File: config.mk
export PLATFORM = sky130hd
export DESIGN_NAME = popcount_window_stats
export DESIGN_NICKNAME = d
export VERILOG_FILES = /design/src/rtl/popcount_window_stats_pkg.sv /design/src/rtl/popcount_window_stats_accum.sv /design/src/rtl/popcount_window_stats.sv
export SDC_FILE = /design/constraint.sdc
export NUM_CORES = 1
export LEC_CHECK = 0
export CAP_MARGIN = 20
export CORE_UTILIZATION = 30
export DETAILED_ROUTE_END_ITERATION = 6
export PLACE_DENSITY_LB_ADDON = 0.3
export SLEW_MARGIN = 40
export SYNTH_ARGS = -nofsm -noshare
export SYNTH_HDL_FRONTEND = slang
export SYNTH_SLANG_ARGS = --single-unit
File: constraint.sdc
create_clock -name clk_i -period 3.58 [get_ports clk_i]
set_input_delay 0.537 -clock clk_i [delete_from_list [all_inputs] [get_ports clk_i]]
set_output_delay 0.537 -clock clk_i [all_outputs]
set_load 0.02 [all_outputs]
File: src/rtl/popcount_window_stats_pkg.sv
// Shared types and width helpers for the popcount pipeline
// (bit_population_counter and its window statistics consumer).
package popcount_pkg;

   typedef enum logic {
      OUT_IDLE  = 1'b0,
      OUT_VALID = 1'b1
   } out_state_t;

   // Popcount of a WIDTH-bit word spans 0..WIDTH inclusive.
   function automatic int cnt_width(input int width);
      return $clog2(width) + 1;
   endfunction

   // Exact width for the sum of win_len popcounts, so it can never overflow.
   function automatic int sum_width(input int width, input int win_len);
      return $clog2(width * win_len + 1);
   endfunction

endpackage

File: src/rtl/popcount_window_stats_accum.sv
// Window sample counter with running sum/min/max. It emits done together
// with the final values, which already include the completing sample.
module popcount_window_accum
   import popcount_pkg::*;
#(
   parameter int WIDTH   = 8,
   parameter int WIN_LEN = 16,
   localparam int CNT_W  = cnt_width(WIDTH),
   localparam int SUM_W  = sum_width(WIDTH, WIN_LEN)
) (
   input  logic             clk_i,
   input  logic             srst_i,
   input  logic             accept_i,
   input  logic             clear_i,
   input  logic [CNT_W-1:0] data_i,
   output logic             at_last_o,
   output logic             done_o,
   output logic [SUM_W-1:0] sum_o,
   output logic [CNT_W-1:0] min_o,
   output logic [CNT_W-1:0] max_o
);

   localparam int IDX_W = (WIN_LEN > 1) ? $clog2(WIN_LEN) : 1;
   localparam logic [IDX_W-1:0] LAST = IDX_W'(WIN_LEN - 1);

   logic [IDX_W-1:0] cnt;
   logic [SUM_W-1:0] sum_q;
   logic [CNT_W-1:0] min_q;
   logic [CNT_W-1:0] max_q;
   logic             first;

   assign first     = (cnt == '0);
   assign at_last_o = (cnt == LAST);
   assign done_o    = accept_i & at_last_o & ~clear_i;

   // The first sample of a window loads directly, so stale accumulators never leak in.
   always_comb begin
      sum_o = first ? SUM_W'(data_i) : sum_q + SUM_W'(data_i);
      min_o = (first || data_i < min_q) ? data_i : min_q;
      max_o = (first || data_i > max_q) ? data_i : max_q;
   end

   always_ff @(posedge clk_i or posedge srst_i) begin
      if (srst_i) begin
         cnt   <= '0;
         sum_q <= '0;
         min_q <= '0;
         max_q <= '0;
      end else if (clear_i || done_o) begin
         cnt   <= '0;
         sum_q <= '0;
         min_q <= '0;
         max_q <= '0;
      end else if (accept_i) begin
         cnt   <= cnt + IDX_W'(1);
         sum_q <= sum_o;
         min_q <= min_o;
         max_q <= max_o;
      end
   end

endmodule

File: src/rtl/popcount_window_stats.sv
// Per-window sum/min/max of popcount samples, with one result per window
// published over a valid/ready handshake.
// Handshakes: a transfer happens on a rising clk edge where valid and ready
// are both high; valid never waits on ready, and a held result stays stable.
module popcount_window_stats
   import popcount_pkg::*;
#(
   parameter int WIDTH   = 8,
   parameter int WIN_LEN = 16,
   localparam int CNT_W  = cnt_width(WIDTH),
   localparam int SUM_W  = sum_width(WIDTH, WIN_LEN)
) (
   input  logic             clk_i,
   input  logic             srst_i,
   input  logic [CNT_W-1:0] data_i,
   input  logic             data_val_i,
   output logic             data_ready_o,
   input  logic             clear_i,
   output logic [SUM_W-1:0] sum_o,
   output logic [CNT_W-1:0] min_o,
   output logic [CNT_W-1:0] max_o,
   output logic             stat_val_o,
   input  logic             stat_ready_i,
   output out_state_t       state_o
);

   out_state_t       state;
   out_state_t       state_nxt;
   logic             accept;
   logic             at_last;
   logic             done;
   logic [SUM_W-1:0] fin_sum;
   logic [CNT_W-1:0] fin_min;
   logic [CNT_W-1:0] fin_max;

   // Only the sample that would overwrite an unconsumed result is stalled.
   assign data_ready_o = ~srst_i & ~(stat_val_o & ~stat_ready_i & at_last);
   assign accept       = data_val_i & data_ready_o;
   assign stat_val_o   = (state == OUT_VALID);
   assign state_o      = state;

   popcount_window_accum #(
      .WIDTH   (WIDTH),
      .WIN_LEN (WIN_LEN)
   ) u_accum (
      .clk_i     (clk_i),
      .srst_i    (srst_i),
      .accept_i  (accept),
      .clear_i   (clear_i),
      .data_i    (data_i),
      .at_last_o (at_last),
      .done_o    (done),
      .sum_o     (fin_sum),
      .min_o     (fin_min),
      .max_o     (fin_max)
   );

   always_ff @(posedge clk_i or posedge srst_i) begin
      if (srst_i) begin
         state <= OUT_IDLE;
      end else begin
         state <= state_nxt;
      end
   end

   always_comb begin
      state_nxt = state;
      case (state)
         OUT_IDLE:  if (done) state_nxt = OUT_VALID;
         OUT_VALID: if (stat_ready_i && !done) state_nxt = OUT_IDLE;
         default:   state_nxt = OUT_IDLE;
      endcase
   end

   // A completion can only occur when no result is held or it is being consumed.
   always_ff @(posedge clk_i or posedge srst_i) begin
      if (srst_i) begin
         sum_o <= '0;
         min_o <= '0;
         max_o <= '0;
      end else if (done) begin
         sum_o <= fin_sum;
         min_o <= fin_min;
         max_o <= fin_max;
      end
   end

endmodule

==> reports/results.ini, run 1 <==
[status]
outcome=finished clean

[clock_tree]
cts_buffers=5
cts_buffer_depth=2
insertion_delay_ps=290
cts_tree=built
cts_resized=0
cts_setup_buffers=0
clkSinkCount=37
clk_pin_slew_ps=70
hold_buffers=0
root_buffer=clkbuf_8
h-tree-depth=2

[placement]
dp_hpwl_um=4010
gp_congestion=0.849
portBuffers=27
placed_cells=353
placed_area_um2=2630

[route]
initialDrtViolationCount=85
ant_nets=0
num_vias=1885
drtPass1Iterations=4
drcViolationCount=0
viasPerCell=5.22
drt-total-wl_um=5520
post_drt_wl_per_cell_um=15.3

[timing]
rsz0062_at_grt=false
worst_pin_slew_ps=856
finClkSkew_ps=7.38
max_freq_ghz=0.391
hold_violations=0
period_minus_slack_ps=2560
final-setup-viol-count=0
fin_tns_setup_ps=0
report.final.slew_viol_count=0
fin_crit_sh_pct=71.4
holdWs_ps=476
slew_headroom_pct=42.5

[die]
die_area_um2=7870
rows=31
die_w_um=88.7
coreArea_um2=7250
ioPinCount=28
initial_core_util_pct=31.1
die_h_um=88.7

[yosys]
synth_edf_count=0
syn-instance-count=230
yosys_warnings=0
ys.flop_type=dfrtp_1
ys_types=51
synthArstFlopShare_pct=100
syn_nets=253
ys_seq_area_share_pct=41.0
netlist_area_um2=2260
avgSynthCellArea_um2=9.81
ys_seq_elements=37

[final_layout]
area_growth_pct=21.8
diodes=0
drive_gt1_share_pct=11.5
fin_cells=361
stdcell_area_um2=2750
nets=284
layout_commonest_cell=dfrtp_1
layout_common_cells=dfrtp_1, nand2_1, clkdlybuf4s50_1

[grt]
grt_pass1_wl_um=9210
grt_max_degree=21
gr-usage-all-layers_pct=15.5
grt_pass1_vias=1858
grt-ovfl-total=0
antenna_found_initial=0

[job]
cap_violations=0

[min_path]
hold_start=sum_o[2]
hp-class=reg2reg

[pwr]
leakagePower_nw=1.13
peakVddDrop_uv=152
power_density_nw_per_um2=350

[worst_setup_path]
crit_fanout=3
crit_arrival_ps=2020
required_ps=3040
endpoint_kind=output pin
critical_path_class=in2out
startpoint=stat_ready_i
cp-start-kind=input port
timing.rr.start=u_accum.cnt[0]

cells in the mapped netlist (all sizes together), types with 5 or more instances:
library cell   n  area, um^2
dfrtp         37         926
nand2         30         113
inv           17        63.8
o21ai         14        70.1
ha            13         163
o211ai        12        90.1
nand3         10        50.1
o2111ai        9        78.8
a21oi          7        35.0
buf            7        48.8
nor2           6        22.5
a31oi          5        31.3
area by class of cell:
class                   count  area [um^2]
clock inverters             1         30.0
well taps                  99          124
flip-flops and latches     37          926
clock buffers               7         86.3
multi-input cells         165         1190
fillers                   748         4500
repair buffers             35          330
inverters                  17         63.8
metrics by stage:
step	worst slack (ps)	power [W]	utilization, %
3_3_place_gp	794	0.000587	36.3
5_1_grt	931	0.00101	37.9
2_1_floorplan	1730	0.000539	-
6_report	1020	0.000961	37.9
3_5_place_dp	778	0.000591	36.3
4_1_cts	1010	0.000972	37.9
routing by layer:
metal	part of all wire [%]	global-route usage, %	routed length, um
met5	0	0	0
met4	1.6	5.43	87
met3	1.5	1.96	82
met2	47	25.2	2590
met1	50	21.4	2750
path summary, 6_finish.rpt:
kind                            slack (ps)               end  cells after the start
worst max-delay path                  1020      data_ready_o                      4
max in group asynchronous             2060  u_accum.min_q[0]                      3
worst max register to register        1430          min_o[0]                      5
worst min register to register         480          sum_o[2]                      2
worst min-delay path                   480          sum_o[2]                      2
min in group asynchronous              780  u_accum.sum_q[7]                      2
cells by family (layout without fill, tap and decap cells):
group / Yosys count / after routing / synth area share, %
xor+xnor: 2 / 2 / 0.776
fa+ha+maj: 14 / 14 / 8.09
simple gates: 70 / 70 / 16.2
flops: 37 / 37 / 41.0
buf+inv: 28 / 60 / 6.26
compound gates: 78 / 78 / 27.2
mux: 1 / 1 / 0.443
flip-flops by register name, indices dropped and copies added (netlist names):
register / cells
sum_o: 8
u_accum.sum_q: 8
max_o: 4
min_o: 4
u_accum.cnt: 4
u_accum.max_q: 4
u_accum.min_q: 4
stat_val_o: 1
power breakdown:
part           total (W)  switching, W  leakage, nW  internal [W]
clock           0.000379      0.000152       0.0585      0.000227
sequential      0.000437    0.00000836        0.511      0.000428
combinational   0.000145     0.0000910        0.562     0.0000545
worst max-delay path: stages:
cell	delay (ps)
clkdlybuf4s50_1	470
and2b_2	250
a21oi_1	150
clkdlybuf4s50_1	620
Power figures use the tool's default switching activity.
==> run 2, diff against run 1 <==
Clock period 3.58 ns to 2.25 ns, I/O delays scaled along.
==> run 2 against run 1 <==
Hold slack improved by 3.4 ps. Combinational power is 74% higher. Critical path type is now in2reg. Die area is the same. Sequential share of layout area decreased by 2.1 points. Global-route usage is 0.21 points lower.
==> reports/results.ini, run 2 (synthesis results as in run 1) <==
[worst_setup_path]
cp-start-kind=input port
crit_arrival_ps=2240
critical_path_class=in2reg
r2r_cells=7
timing.rr.start=u_accum.cnt[0]
required_ps=2440
crit_fanout=4
endpoint_kind=flop
r2r-end=u_accum.min_q[3]
reg2reg_slack_ps=300

[route]
ant_nets=0
num_vias=1934
drt-total-wl_um=5410
initialDrtViolationCount=62
drcViolationCount=0
viasPerCell=5.08
drtPass1Iterations=4
post_drt_wl_per_cell_um=14.2

[final_layout]
drive_gt1_share_pct=18.1
layout_commonest_cell=dfrtp_1
nets=304
diodes=0
reg_top3=sum_o x8, u_accum.sum_q x8
fillers=746
area_growth_pct=29.8
fin_util_pct=40.4
layout_common_cells=dfrtp_1, nand2_1, buf_4

[die]
coreArea_um2=7250
die_w_um=88.7
ioPinCount=28
initial_core_util_pct=31.1
rows=31
die_h_um=88.7
die_area_um2=7870

[status]
outcome=finished clean

[timing]
report.final.slew_viol_count=0
worst_pin_slew_ps=481
final-setup-viol-count=0
max_freq_ghz=0.489
fin_crit_sh_pct=90.9
finClkSkew_ps=13.9
hold_violations=0
holdWs_ps=480
slew_headroom_pct=67.9
rsz0062_at_grt=false
setup_slack_ps=204
period_minus_slack_ps=2050

[clock_tree]
cts_setup_buffers=0
cts_buffers=5
insertion_delay_ps=300
hold_buffers=0
cts_resized=1
clkSinkCount=37
cts_tree=built
cts_buffer_depth=2
h-tree-depth=2
clk_pin_slew_ps=80
root_buffer=clkbuf_8

[pwr]
comb_power_share_pct=15.3
p_sw_share_pct=25.3
intPower_w=0.00123
power_density_nw_per_um2=562
power_frac_clock_pct=42.5
seqPwrFrac_pct=42.2
leakagePower_nw=1.24
finalPower_w=0.00165
p_sw_w=0.000416
peakVddDrop_uv=207

[grt]
antenna_found_initial=0
grt_pass1_wl_um=9050
grt_max_degree=38
grt-ovfl-total=0
gr-usage-all-layers_pct=15.3
grt_pass1_vias=1909

[placement]
portBuffers=27
gp_congestion=0.790
dp_hpwl_um=4050
post-place-ws_ps=-100

[job]
cap_violations=0

[min_path]
whs_path_depth=2
hp-class=reg2reg
min_to=sum_o[6]
hold_start=sum_o[6]

## run 2: changes by cell type in the layout (fill, tap and decap cells not counted), sizes merged
cell / delta
bufinv: +1
clkinv: +1
clkdlybuf4s50: -1
dlygate4sd2: +1
buf: +20
clkbuf: -2
## run 2: layout make-up
cell class / count / area [um^2] / share of cell area [%]
multi-input cells: 165 / 1190 / 40.6
clock buffers: 5 / 68.8 / 2.35
flip-flops and latches: 37 / 926 / 31.6
inverters: 17 / 63.8 / 2.18
well taps: 99 / 124 / 4.23
clock inverters: 3 / 65.1 / 2.22
repair buffers: 55 / 492 / 16.8
## run 2: power by group through the flow
stage	Combinational, W	Sequential, W	Clock [W]
after floorplan	0.000150	0.000708	0
after global placement	0.000254	0.000708	0
after detailed placement	0.000254	0.000708	0
after CTS	0.000255	0.000695	0.000708
after global routing	0.000284	0.000698	0.000734
final	0.000252	0.000695	0.000699
## run 2: worst max-delay path by stage
stage | slack, ps | from | end
global placement | -60 | data_i[2] | u_accum.min_q[1]
floorplan | 440 | u_accum.cnt[0] | u_accum.min_q[0]
global route | 60 | data_i[0] | sum_o[4]
finish | 200 | data_i[0] | u_accum.sum_q[4]
detailed placement | -100 | data_i[0] | u_accum.sum_q[4]
CTS | 200 | u_accum.cnt[0] | data_ready_o
## run 2: critical path, stage by stage
cell and delay [ps]:
clkdlybuf4s50_1 550, ha_1 200, inv_1 50, fa_1 380, nor2b_1 210, o21a_1 210
o32ai_1 100, a21bo_1 190
## run 2: through the flow
stage                     TNS [ps]  instance area, um^2  instances
after floorplan                  0                 2260        230
after global placement        -490                 2800        373
after detailed placement      -861                 2800        373
after CTS                        0                 2930        381
after global routing             0                 2930        381
final                            0                 2930        381
## run 2: layer usage
metal | up-vias | part of all wire, % | track usage, %
met5 | - | 0 | 0
met4 | 0 | 1.2 | 6.89
met3 | 6 | 4.0 | 3.36
met2 | 37 | 47 | 24.3
met1 | 925 | 48 | 20.0
li1 | 966 | - | -
